--- src/rtl/seq_add_sub_unit.sv ---
// seq_add_sub_unit
// Multi-cycle signed/unsigned adder-subtractor. Each operation adds CHUNK bits per
// clock using a ripple carry held in a register, so one operation takes NCHUNK =
// WIDTH/CHUNK cycles. Operands are captured in IDLE. The result and the status flags
// are registered on entry to DONE, and the consumer takes them with a valid/ready
// handshake.
//
// Ports:
//   CLK        clock, rising edge
//   RST        asynchronous active-high reset
//   IN_VALID   operand request valid
//   IN_READY   unit can accept operands (IDLE only)
//   SUB        0: A+B, 1: A-B (A + ~B + 1)
//   A, B       operands, WIDTH bits
//   SAT        saturate on signed overflow (only with SEQ_ADD_SUB_SATURATE_EN)
//   OUT_VALID  RESULT and flags valid (DONE)
//   OUT_READY  consumer accepts result
//   RESULT     sum/difference modulo 2^WIDTH (or clamped when saturating)
//   COUT       raw carry out of MSB (1 = no borrow for subtraction)
//   OVF        signed overflow
//   ZERO       RESULT == 0
//   NEG        RESULT[WIDTH-1]
//
// Optional feature macro: SEQ_ADD_SUB_SATURATE_EN (adds SAT port and clamping).

module seq_add_sub_unit #(
  parameter int unsigned WIDTH = 8,
  parameter int unsigned CHUNK = 2
) (
  input  logic             CLK,
  input  logic             RST,
  input  logic             IN_VALID,
  output logic             IN_READY,
  input  logic             SUB,
  input  logic [WIDTH-1:0] A,
  input  logic [WIDTH-1:0] B,
`ifdef SEQ_ADD_SUB_SATURATE_EN
  input  logic             SAT,
`endif
  output logic             OUT_VALID,
  input  logic             OUT_READY,
  output logic [WIDTH-1:0] RESULT,
  output logic             COUT,
  output logic             OVF,
  output logic             ZERO,
  output logic             NEG
);

  localparam int unsigned NCHUNK = WIDTH / CHUNK;
  localparam int unsigned CW     = (NCHUNK > 1) ? $clog2(NCHUNK) : 1;
  localparam int unsigned SH     = WIDTH - CHUNK;

  localparam logic [1:0] IDLE = 2'd0;
  localparam logic [1:0] RUN  = 2'd1;
  localparam logic [1:0] DONE = 2'd2;

  if (WIDTH < 2) begin : g_bad_width
    $error("seq_add_sub_unit: WIDTH must be >= 2");
  end
  if (CHUNK == 0 || (WIDTH % CHUNK) != 0) begin : g_bad_chunk
    $error("seq_add_sub_unit: WIDTH must be a multiple of CHUNK");
  end

  logic [1:0]       state_q;
  logic [CW-1:0]    cnt_q;
  logic             carry_q;
  // Operands shift right by CHUNK each RUN cycle, so the active slice is always at
  // the bottom. This is equivalent to indexing slice [cnt*CHUNK +: CHUNK].
  logic [WIDTH-1:0] a_q;
  logic [WIDTH-1:0] b_q;
  // The partial sum fills from the top and is complete after the last slice.
  logic [WIDTH-1:0] sum_q;
  logic             sat_q;
  logic [WIDTH-1:0] result_q;
  logic             cout_q;
  logic             ovf_q;
  logic             zero_q;
  logic             neg_q;

  logic [CHUNK-1:0] a_sl;
  logic [CHUNK-1:0] b_sl;
  logic [CHUNK:0]   csum;
  logic [WIDTH-1:0] sum_next;
  logic             last;
  logic             c_msb;
  logic             ovf_raw;
  logic [WIDTH-1:0] res_fin;
  logic             sat_in;

`ifdef SEQ_ADD_SUB_SATURATE_EN
  assign sat_in = SAT;
`else
  assign sat_in = 1'b0;
`endif

  always_comb begin
    a_sl     = a_q[CHUNK-1:0];
    b_sl     = b_q[CHUNK-1:0];
    csum     = {1'b0, a_sl} + {1'b0, b_sl} + {{CHUNK{1'b0}}, carry_q};
    sum_next = (sum_q >> CHUNK) | (WIDTH'(csum[CHUNK-1:0]) << SH);
    last     = (cnt_q == CW'(NCHUNK - 1));
    // Carry into the MSB is recovered from the MSB sum bit. On the last slice,
    // a_sl/b_sl hold the operand MSBs.
    c_msb    = a_sl[CHUNK-1] ^ b_sl[CHUNK-1] ^ csum[CHUNK-1];
    ovf_raw  = c_msb ^ csum[CHUNK];
    res_fin  = sum_next;
    if (sat_q && ovf_raw) begin
      // Overflow needs both effective operands to share a sign, so A's MSB gives
      // the overflow direction.
      if (a_sl[CHUNK-1]) begin
        res_fin = {1'b1, {(WIDTH-1){1'b0}}};
      end else begin
        res_fin = {1'b0, {(WIDTH-1){1'b1}}};
      end
    end
  end

  always_ff @(posedge CLK or posedge RST) begin
    if (RST) begin
      state_q  <= IDLE;
      cnt_q    <= '0;
      carry_q  <= 1'b0;
      a_q      <= '0;
      b_q      <= '0;
      sum_q    <= '0;
      sat_q    <= 1'b0;
      result_q <= '0;
      cout_q   <= 1'b0;
      ovf_q    <= 1'b0;
      zero_q   <= 1'b0;
      neg_q    <= 1'b0;
    end else begin
      case (state_q)
        IDLE: begin
          if (IN_VALID) begin
            a_q     <= A;
            b_q     <= B ^ {WIDTH{SUB}};
            carry_q <= SUB;
            cnt_q   <= '0;
            sum_q   <= '0;
            sat_q   <= sat_in;
            state_q <= RUN;
          end
        end
        RUN: begin
          a_q     <= a_q >> CHUNK;
          b_q     <= b_q >> CHUNK;
          sum_q   <= sum_next;
          carry_q <= csum[CHUNK];
          cnt_q   <= cnt_q + CW'(1);
          if (last) begin
            result_q <= res_fin;
            cout_q   <= csum[CHUNK];
            ovf_q    <= ovf_raw;
            zero_q   <= (res_fin == '0);
            neg_q    <= res_fin[WIDTH-1];
            state_q  <= DONE;
          end
        end
        DONE: begin
          if (OUT_READY) begin
            state_q <= IDLE;
          end
        end
        default: state_q <= IDLE;
      endcase
    end
  end

  assign IN_READY  = (state_q == IDLE);
  assign OUT_VALID = (state_q == DONE);
  assign RESULT    = result_q;
  assign COUT      = cout_q;
  assign OVF       = ovf_q;
  assign ZERO      = zero_q;
  assign NEG       = neg_q;

endmodule

--- config.mk ---
export PLATFORM = sky130hd
export DESIGN_NAME = seq_add_sub_unit
export DESIGN_NICKNAME = d
export VERILOG_FILES = /design/src/rtl/seq_add_sub_unit.sv
export SDC_FILE = /design/constraint.sdc
export NUM_CORES = 1
export LEC_CHECK = 0
export CAP_MARGIN = 5
export CORE_ASPECT_RATIO = 2
export CORE_MARGIN = 2
export CORE_UTILIZATION = 55
export DETAILED_ROUTE_END_ITERATION = 8
export PLACE_DENSITY = 0.84
export SYNTH_ARGS = -nofsm -noshare
export SYNTH_HDL_FRONTEND = slang
export SYNTH_SLANG_ARGS = --single-unit
--- constraint.sdc ---
create_clock -name CLK -period 2.6 [get_ports CLK]
set_input_delay 0.52 -clock CLK [delete_from_list [all_inputs] [get_ports CLK]]
set_output_delay 0.52 -clock CLK [all_outputs]
set_load 0.005 [all_outputs]
Yosys cells after proc, flatten, opt, wreduce, memory -nomap -nowiden
Cells that the tools add are included.

cells by class
  $add $sub $neg = 3
  eq/ne operators = 6
  mux-type cells = 14
  bitwise operators = 5
  reductions and logical operators = 6

operators with widths
  cell                                                   count
  case mux 8 bit (2 select lines)                        3
  2-to-1 mux 8 bit                                       3
  logical NOT 8 bit                                      1
  2-to-1 mux 2 bit                                       4
  bitwise OR 6 x 8 -> 8 bit                              1
  XOR 8 bit                                              1
  case mux 2 bit (3 select lines)                        1
  equality test 2 bit, second input constant             2
  inequality test 2 bit, second input constant           2
  case mux 2 bit (2 select lines)                        1
  AND reduction 2 bit                                    2
  adder 2 x 2 -> 3 bit                                   1
  adder 3 x 1 -> 3 bit                                   1
  AND reduction 3 bit                                    1
  XOR 1 bit                                              3
  adder 2 x 1 -> 2 bit, second input constant            1
  equality test 2 x 1 -> 1 bit, second input constant    1
  logical NOT 2 bit                                      1
  inequality test 2 x 1 -> 1 bit, second input constant  1
  case mux 1 bit (2 select lines)                        1
  nonzero test 2 bit                                     1
  2-to-1 mux 1 bit                                       1

storage, ports and cells
  register bits = 41
  word-level logic and storage cells = 45

Depth between registers and ports, before layout
Gate-level depths: netlist of run 1.

  depth in word-level cells = 4
  gate-level depth with buffers = 6
  gate-level depth less buffers = 6

Worst setup path before layout of run 1
OpenSTA, ideal clock, no wires.

  kind = flip-flop to flip-flop
  start = reg carry_q
  end = reg ovf_q, in the netlist OVF
  library setup time = 0.136 ns
  arrival = 1.595 ns
  data required time = 2.464 ns
  slack = 0.869 ns
  cell stages (with the launch flop) = 7
  clock period less this slack = 1.731 ns
  cells stage by stage = dfrtp_1 > inv_1 > fa_1 > fa_1 > xor2_1 > xnor2_1 > o21ai_0

between the ends
  longest elaborated chain between the ends = 3

ends and longest elaborated chain
  element                   line  RTL
  start, declared           66    logic carry_q;
  start signal, assigned    149   carry_q <= csum[CHUNK];
  adder 3 x 1 -> 3 bit (*)  99    csum = {1'b0, a_sl} + {1'b0, b_sl} + {{CHUNK{1'b0}}, carry_q};
  XOR 1 bit                 104   c_msb = a_sl[CHUNK-1] ^ b_sl[CHUNK-1] ^ csum[CHUNK-1];
  XOR 1 bit (*)             105   ovf_raw = c_msb ^ csum[CHUNK];
  end signal, assigned      154   ovf_q <= ovf_raw;
  end, declared             76    logic ovf_q;

Mark *: on every way between the ends. The rest lies on a longest branch, timed or not.
A chain may end at the register's enable or synchronous reset.

Worst setup path in the final report of run 1
  start = reg state_q[1]
  end = out OUT_VALID

between the ends
  longest elaborated chain between the ends = 1

ends and longest elaborated chain
  element                 line  RTL
  start, declared         64    logic [1:0] state_q;
  start signal, assigned  120   state_q <= IDLE;
  start signal, assigned  142   state_q <= RUN;
  start signal, assigned  157   state_q <= DONE;
  equality test 2 bit     171   assign OUT_VALID = (state_q == DONE);
  end, declared           40    output logic OUT_VALID,

Every way passes these cells.

==> results of run 1 <==
-- layout make-up --
| class | instances | area (sq um) |
|---|---|---|
| flip-flops and latches | 38 | 950.9 |
| fillers | 260 | 899.6 |
| multi-input cells | 108 | 778.2 |
| repair buffers | 40 | 385.4 |
| clock buffers | 6 | 82.58 |
| inverters | 12 | 45.04 |
| well taps | 31 | 38.79 |
| clock inverters | 2 | 12.51 |
-- flip-flops by register name, summed over array words and instances (netlist names) --
| register | count |
|---|---|
| RESULT | 8 |
| a_q | 8 |
| b_q | 8 |
| sum_q | 6 |
| cnt_q | 2 |
| state_q | 2 |
| COUT | 1 |
| OVF | 1 |
| ZERO | 1 |
| carry_q | 1 |
-- power by group through the flow --
stage | sequential, W | clock (W) | combinational [W]
floorplan | 0.000978 | 0 | 0.000728
global route | 0.00107 | 0.000462 | 0.00119
global placement | 0.00103 | 0 | 0.00101
detailed placement | 0.00105 | 0 | 0.00106
finish | 0.00104 | 0.000433 | 0.00106
CTS | 0.00104 | 0.000441 | 0.00107
-- kinds of logic after synthesis --
kind of cell    Yosys count
compound gates           56
xor+xnor                 10
fa+ha+maj                 4
buf+inv                  25
flops                    38
mux                       7
simple gates             31
-- metal layers --
layer,track usage,vias up
met4,0.1417,0
met3,0.04632,12
met1,0.2532,683
met5,0,-
li1,-,669
met2,0.3887,35
-- worst max-delay path: cells and delay by family (launching register included) --
kind | cells | cell delay [ps]
flip-flops | 1 | 640
buffers and inverters | 2 | 570
AND/OR/NAND/NOR | 1 | 120
-- final timing paths --
kind / start / to / slack, ps / depth (start not counted)
worst max-delay path: state_q[1] / OUT_VALID / 460 / 3
worst min-delay path: ZERO / ZERO / 480 / 2
worst min register to register: ZERO / ZERO / 480 / 2
min in group asynchronous: RST / RESULT[5] / 630 / 3
worst max register to register: carry_q / OVF / 730 / 6
max in group asynchronous: RST / a_q[5] / 1640 / 3
-- synthesized netlist by cell type, drive strengths merged, types with 2 or more instances --
| master | count | share of area |
|---|---|---|
| nand2 | 12 | 0.024 |
| a21oi | 8 | 0.022 |
| a22oi | 6 | 0.024 |
| o21ai | 20 | 0.054 |
| a22o | 5 | 0.024 |
| nor2 | 3 | 0.0061 |
| buf | 12 | 0.034 |
| a2bb2oi | 4 | 0.019 |
| inv | 12 | 0.024 |
| a221o | 6 | 0.033 |
| xor2 | 3 | 0.014 |
| nand2b | 2 | 0.0068 |
| xnor2 | 7 | 0.033 |
| ha | 2 | 0.014 |
| fa | 2 | 0.022 |
| nor2b | 10 | 0.034 |
| mux2 | 6 | 0.037 |
| dfrtp | 38 | 0.52 |
| o32ai | 6 | 0.029 |
-- per-stage QoR --
stage	hold slack, ps	std cells	util
after floorplan	464.6	171	-
after global placement	466.0	229	0.6885
after detailed placement	469.2	229	0.6885
after CTS	486.8	237	0.7183
after global routing	517.8	237	0.7183
final	480.3	237	0.7183
==> summary.md, run 1 <==
## Run status
• outcome: completed

## Die
• core area: 3193 sq um
• Boundary Pins: 35
• number of cell rows: 29
• initial cell density of the core: 0.5764
• Die X-Extent: 44.91 um
• chip height: 85.81 um
• die area: 3853 sq um

## Power
• switching fraction of total power: 0.3641
• clock network power share: 0.171
• proportion of power drawn by combinational gates: 0.418
• relative contribution of sequential cells to total power: 0.411
• P_leak: 0.9911 nW
• total internal power: 0.001608 W
• IR Drop Worst-Case VDD: 0.0007523 V
• post-route total power: 0.002529 W
• pwr dens: 1103 nW/um^2
• switching pwr: 0.0009210 W

## Yosys
• dominant register cell in the synthesized netlist: dfrtp_1
• multiplexer share of the synthesized area: 0.04215
• area fraction in compound gates after synthesis: 0.2107
• number of enable flip-flop cells after synthesis: 0
• share of synthesized cell area in full adder, half adder and majority cells: 0.03535
• fraction of synthesized cell area in xor and xnor cells: 0.04759
• number of synthesized register bits: 38
• Yosys warning count: 0
• Simple-Gate Fraction of Synth Area: 0.08702
• dominant combinational cell family by area after synthesis: compound AO/OA/AOI/OAI gates
• netlist area before placement: 1841 sq um
• average instance area after synthesis: 10.76 sq um
• post-synthesis cell count: 171
• sequential area share after synthesis: 0.5167
• nets in the synthesized netlist: 196
• Netlist cell types: 27
• Post-synth ARST share: 1.000

## Finish
• most common library cell in the layout ignoring fill and taps: dfrtp_1
• post-route cell area: 2293 sq um
• commonest non-fill, non-tap cells in the layout: dfrtp_1, clkdlybuf4s50_1, o21ai_0
• Area growth syn-to-layout: 24.61%
• number of antenna repair diodes: 0
• share of post-route cells with drive strength above 1: 0.1019
• Final Net Count: 230

## Route
• average detailed-routed wire length per instance: 16.56 um
• routed metal-1 wirelength: 1551 um
• final wirelength: 3925 um
• number of optimization iterations in the first detailed-route pass: 4
• vias per cell: 5.903
• number of routed nets with antenna violations: 0
• highest metal layer with signal wires: met4
• met2 routed WL: 2095 um
• post-route DRC violation count: 0
• via count of the routed design: 1399
• metal3 WL: 129 um
• starting DRC count in detailed routing: 45

## Critical path
• type of origin of the critical path: register
• endpoint arrival time on the critical path: 1620 ps
• required time at the endpoint of the critical path: 2080 ps
• cell with the largest stage delay on the worst path: dfrtp_1
• top fanout value on the critical path: 15
• critical path, cell by cell: nand2b_1 -> inv_1 -> clkdlybuf4s50_1
• Critical Path Sink Type: output port
• longest individual stage delay on the worst path: 640 ps
• crit path kind: reg -> out

## Global routing
• overall track demand over capacity in global routing: 0.2307
• wire length of the first global-routing pass: 6423 um
• number of antenna violations at the first check in global routing: 0
• maximum number of pins on one net before global-route repair: 39
• Congestion Overflow GR: 0
• via count of the first global-routing pass: 1422

## Timing
• clock skew after layout: 6.422 ps
• final critical-path required period: 2142 ps
• RSZ-0062 raised after global routing: false
• worst path setup slack after routing: 458.1 ps
• slew at the pin with the worst max-slew slack: 602.2 ps
• Slew Limit Fails: 0
• final setup violating endpoints: 0
• worst relative slew slack: 0.5973
• final period utilization: 0.8238
• number of hold violations in the final report: 0
• maximum achievable frequency: 466.9 MHz
• Final TNS setup: 0 ps

## Clocking
• TritonCTS clock tree: built
• clock tree buffer depth: 2
• CTS Hold Bufs: 0
• clock sink count: 38
• clock latency on the worst-skew pair: 300 ps
• number of CTS-inserted buffers: 5
• Post CTS Setup Buffer Count: 0
• Clock Root Buffer: clkbuf_8
• H-tree lvl count: 2
• post_cts resized: 0
• clock-pin slew on the worst setup and hold paths: 70 ps

## Place
• final HPWL from detailed placement: 2816 um
• setup slack at placement: 493.6 ps
• placed instance area: 2198 sq um
• global placement routability congestion: 0.7768
• quantity of I/O buffers inserted on ports: 34

## Job
• max-cap viol count: 0

## Worst hold path
• worst hold-check path type: reg -> reg

No activity file was read; power rests on OpenSTA's default activity.
==> inputs of run 2 (changes only) <==
--- a/config.mk
+++ b/config.mk
@@ -8,9 +8,9 @@
 export CAP_MARGIN = 5
 export CORE_ASPECT_RATIO = 2
 export CORE_MARGIN = 2
-export CORE_UTILIZATION = 55
+export CORE_UTILIZATION = 51
 export DETAILED_ROUTE_END_ITERATION = 8
-export PLACE_DENSITY = 0.84
+export PLACE_DENSITY = 0.79
 export SYNTH_ARGS = -nofsm -noshare
 export SYNTH_HDL_FRONTEND = slang
 export SYNTH_SLANG_ARGS = --single-unit
==> constraint.sdc (replaced) <==
create_clock -name CLK -period 2 [get_ports CLK]
set_input_delay 0.4 -clock CLK [delete_from_list [all_inputs] [get_ports CLK]]
set_output_delay 0.4 -clock CLK [all_outputs]
set_load 0.005 [all_outputs]
==> run 2 against run 1 <==
Wire length increased by 1.4%. Sequential power increased by 27%. Via count increased by 3.6%. Flip-flop and latch count unchanged. Setup slack got worse by 350 ps. Core utilization decreased by 3.9 points. Largest power group unchanged. Critical path depth unchanged. Combinational power increased by 36%. Highest routed layer unchanged. Die area increased by 7.3%. Count of clock-buffer cells in the layout increased by 1. Non-clock buffer count increased by 3. Critical endpoint unchanged. Register-to-register slack got worse by 590 ps.
==> summary.md, run 2 (same netlist as run 1, synthesis figures left out) <==
## Route
• via count of the routed design: 1449, +3.6%
• highest metal layer with signal wires: met4
• post-route DRC violation count: 0, unchanged
• number of routed nets with antenna violations: 0, unchanged
• met2 routed WL: 2306 um, +10%
• number of optimization iterations in the first detailed-route pass: 4, unchanged
• vias per cell: 5.660, -4.1%
• starting DRC count in detailed routing: 28, -38%
• final wirelength: 3979 um, +1.4%
• metal3 WL: 148 um, +15%
• average detailed-routed wire length per instance: 15.54 um, -6.1%
• routed metal-1 wirelength: 1465 um, -5.5%

## Critical path
• Critical Path Sink Type: output port
• required time at the endpoint of the critical path: 1600 ps, -480 ps
• crit path kind: reg -> out
• endpoint arrival time on the critical path: 1490 ps, -130 ps
• critical path, cell by cell: nand2b_1 -> inv_1 -> clkdlybuf4s50_1
• type of origin of the critical path: register
• cell with the largest stage delay on the worst path: clkdlybuf4s50_1
• top fanout value on the critical path: 6, -9
• longest individual stage delay on the worst path: 490 ps, -150 ps
• reg-to-reg slack, setup: 140 ps, -590 ps

## Finish
• share of post-route cells with drive strength above 1: 0.1058, +0.003827
• number of fill cells: 280, +7.7%
• most common library cell in the layout ignoring fill and taps: dfrtp_1
• Area growth syn-to-layout: 26.10%
• final cell utilization of the core: 0.6795, -0.03877
• commonest non-fill, non-tap cells in the layout: dfrtp_1, clkdlybuf4s50_1, o21ai_0
• number of antenna repair diodes: 0, unchanged
• Final Net Count: 233, +1.3%

## Power
• total internal power: 0.002074 W, +29%
• switching pwr: 0.001172 W, +27%
• post-route total power: 0.003246 W, +28%
• clock network power share: 0.149, -0.022
• switching fraction of total power: 0.3611, -0.003067
• IR Drop Worst-Case VDD: 0.0007011 V, -6.8%
• P_leak: 0.9980 nW, +0.70%
• proportion of power drawn by combinational gates: 0.444, +0.026
• pwr dens: 1399 nW/um^2, +27%
• relative contribution of sequential cells to total power: 0.407, -0.004

## Clocking
• clock tree buffer depth: 2, unchanged
• clock latency on the worst-skew pair: 280 ps, -20 ps
• Post CTS Setup Buffer Count: 0, unchanged
• post_cts resized: 0, unchanged
• TritonCTS clock tree: built
• CTS Hold Bufs: 0, unchanged
• clock sink count: 38, unchanged
• number of CTS-inserted buffers: 5, unchanged
• clock-pin slew on the worst setup and hold paths: 60 ps, about the same
• H-tree lvl count: 2, unchanged
• Clock Root Buffer: clkbuf_8

## Die
• chip height: 88.96 um, +3.7%
• number of cell rows: 30, +3.4%
• Boundary Pins: 35, unchanged
• initial cell density of the core: 0.5388, -0.03758
• Die X-Extent: 46.48 um, +3.5%
• die area: 4135 sq um, +7.3%
• core area: 3416 sq um, +7.0%

## Timing
• number of hold violations in the final report: 0, unchanged
• slew at the pin with the worst max-slew slack: 729.1 ps, +127.0 ps
• maximum achievable frequency: 529.7 MHz
• Final TNS setup: 0 ps, unchanged
• worst relative slew slack: 0.5117, -0.08562
• clock skew after layout: 6.991 ps, +0.5699 ps
• final critical-path required period: 1888 ps
• final period utilization: 0.9440
• final setup violating endpoints: 0, unchanged
• Slew Limit Fails: 0, unchanged
• RSZ-0062 raised after global routing: false

## Worst hold path
• worst hold-check path type: reg -> reg

## Global routing
• number of antenna violations at the first check in global routing: 0, unchanged
• maximum number of pins on one net before global-route repair: 39, unchanged
• Congestion Overflow GR: 0, unchanged
• wire length of the first global-routing pass: 6844 um, +6.6%
• via count of the first global-routing pass: 1507, +6.0%
• overall track demand over capacity in global routing: 0.2296, -0.001105

## Place
• global placement routability congestion: 0.7818, +0.64%
• final HPWL from detailed placement: 2913 um, +3.4%
• quantity of I/O buffers inserted on ports: 34, unchanged

## Run status
• outcome: completed

## Job
• max-cap viol count: 0, unchanged

## run 2: cell count changes in the layout (fill, tap and decap cells not counted)
cell	change
nor2b_2	+1
clkinvlp_4	-1
clkbuf_1	+2
clkbuf_8	-1
nor2b_1	-1
clkinv_2	-1
buf_4	+3
## run 2: worst paths after layout
check / startpoint / endpoint / cells past startpoint
max in group asynchronous: RST / ZERO / 3
min in group asynchronous: RST / b_q[3] / 3
worst max register to register: carry_q / OVF / 6
worst max-delay path: state_q[0] / OUT_VALID / 3
worst min register to register: ZERO / ZERO / 2
worst min-delay path: ZERO / ZERO / 2
## run 2: power by group through the flow
stage	clock (W)	sequential, W	combinational [W]
2_1_floorplan	0	0.00127	0.000947
3_3_place_gp	0	0.00131	0.00137
3_5_place_dp	0	0.00134	0.00144
4_1_cts	0.000500	0.00133	0.00145
5_1_grt	0.000529	0.00136	0.00161
6_report	0.000482	0.00132	0.00144
## run 2: cell type report
class                   instances  area, sq um  area share
clock buffers                   7        76.32     0.03288
inverters                      12        45.04     0.01941
multi-input cells             108        780.7      0.3364
flip-flops and latches         38        950.9      0.4097
well taps                      48        60.06     0.02588
repair buffers                 43        407.9      0.1757
## run 2: critical path: cells and delay by family, from the launching register on
family        cells  cell delay [ps]
simple gates      1              190
buf+inv           2              550
flops             1              470
## run 2: stage by stage
step	instances	worst slack, ps	hold WS [ps]	cell area [sq um]
global route	256	31.35	532.4	2321
global placement	249	184.4	462.6	2242
CTS	256	97.97	484.2	2318
floorplan	171	269.1	464.6	1841
detailed placement	249	117.0	469.3	2242
finish	256	112.0	487.8	2321
## run 2: layer usage
layer	track usage	vias to the layer above
met2	0.4053	39
met4	0.09091	0
met1	0.2625	730
li1	-	675
met5	0	-
met3	0.03838	5
==> inputs of run 3 (changes only) <==
--- a/config.mk
+++ b/config.mk
@@ -14,3 +14,4 @@
 export SYNTH_ARGS = -nofsm -noshare
 export SYNTH_HDL_FRONTEND = slang
 export SYNTH_SLANG_ARGS = --single-unit
+export TNS_END_PERCENT = 10
==> results of run 3 <==
The final DEF is identical to that of run 2; final timing and power are the same.
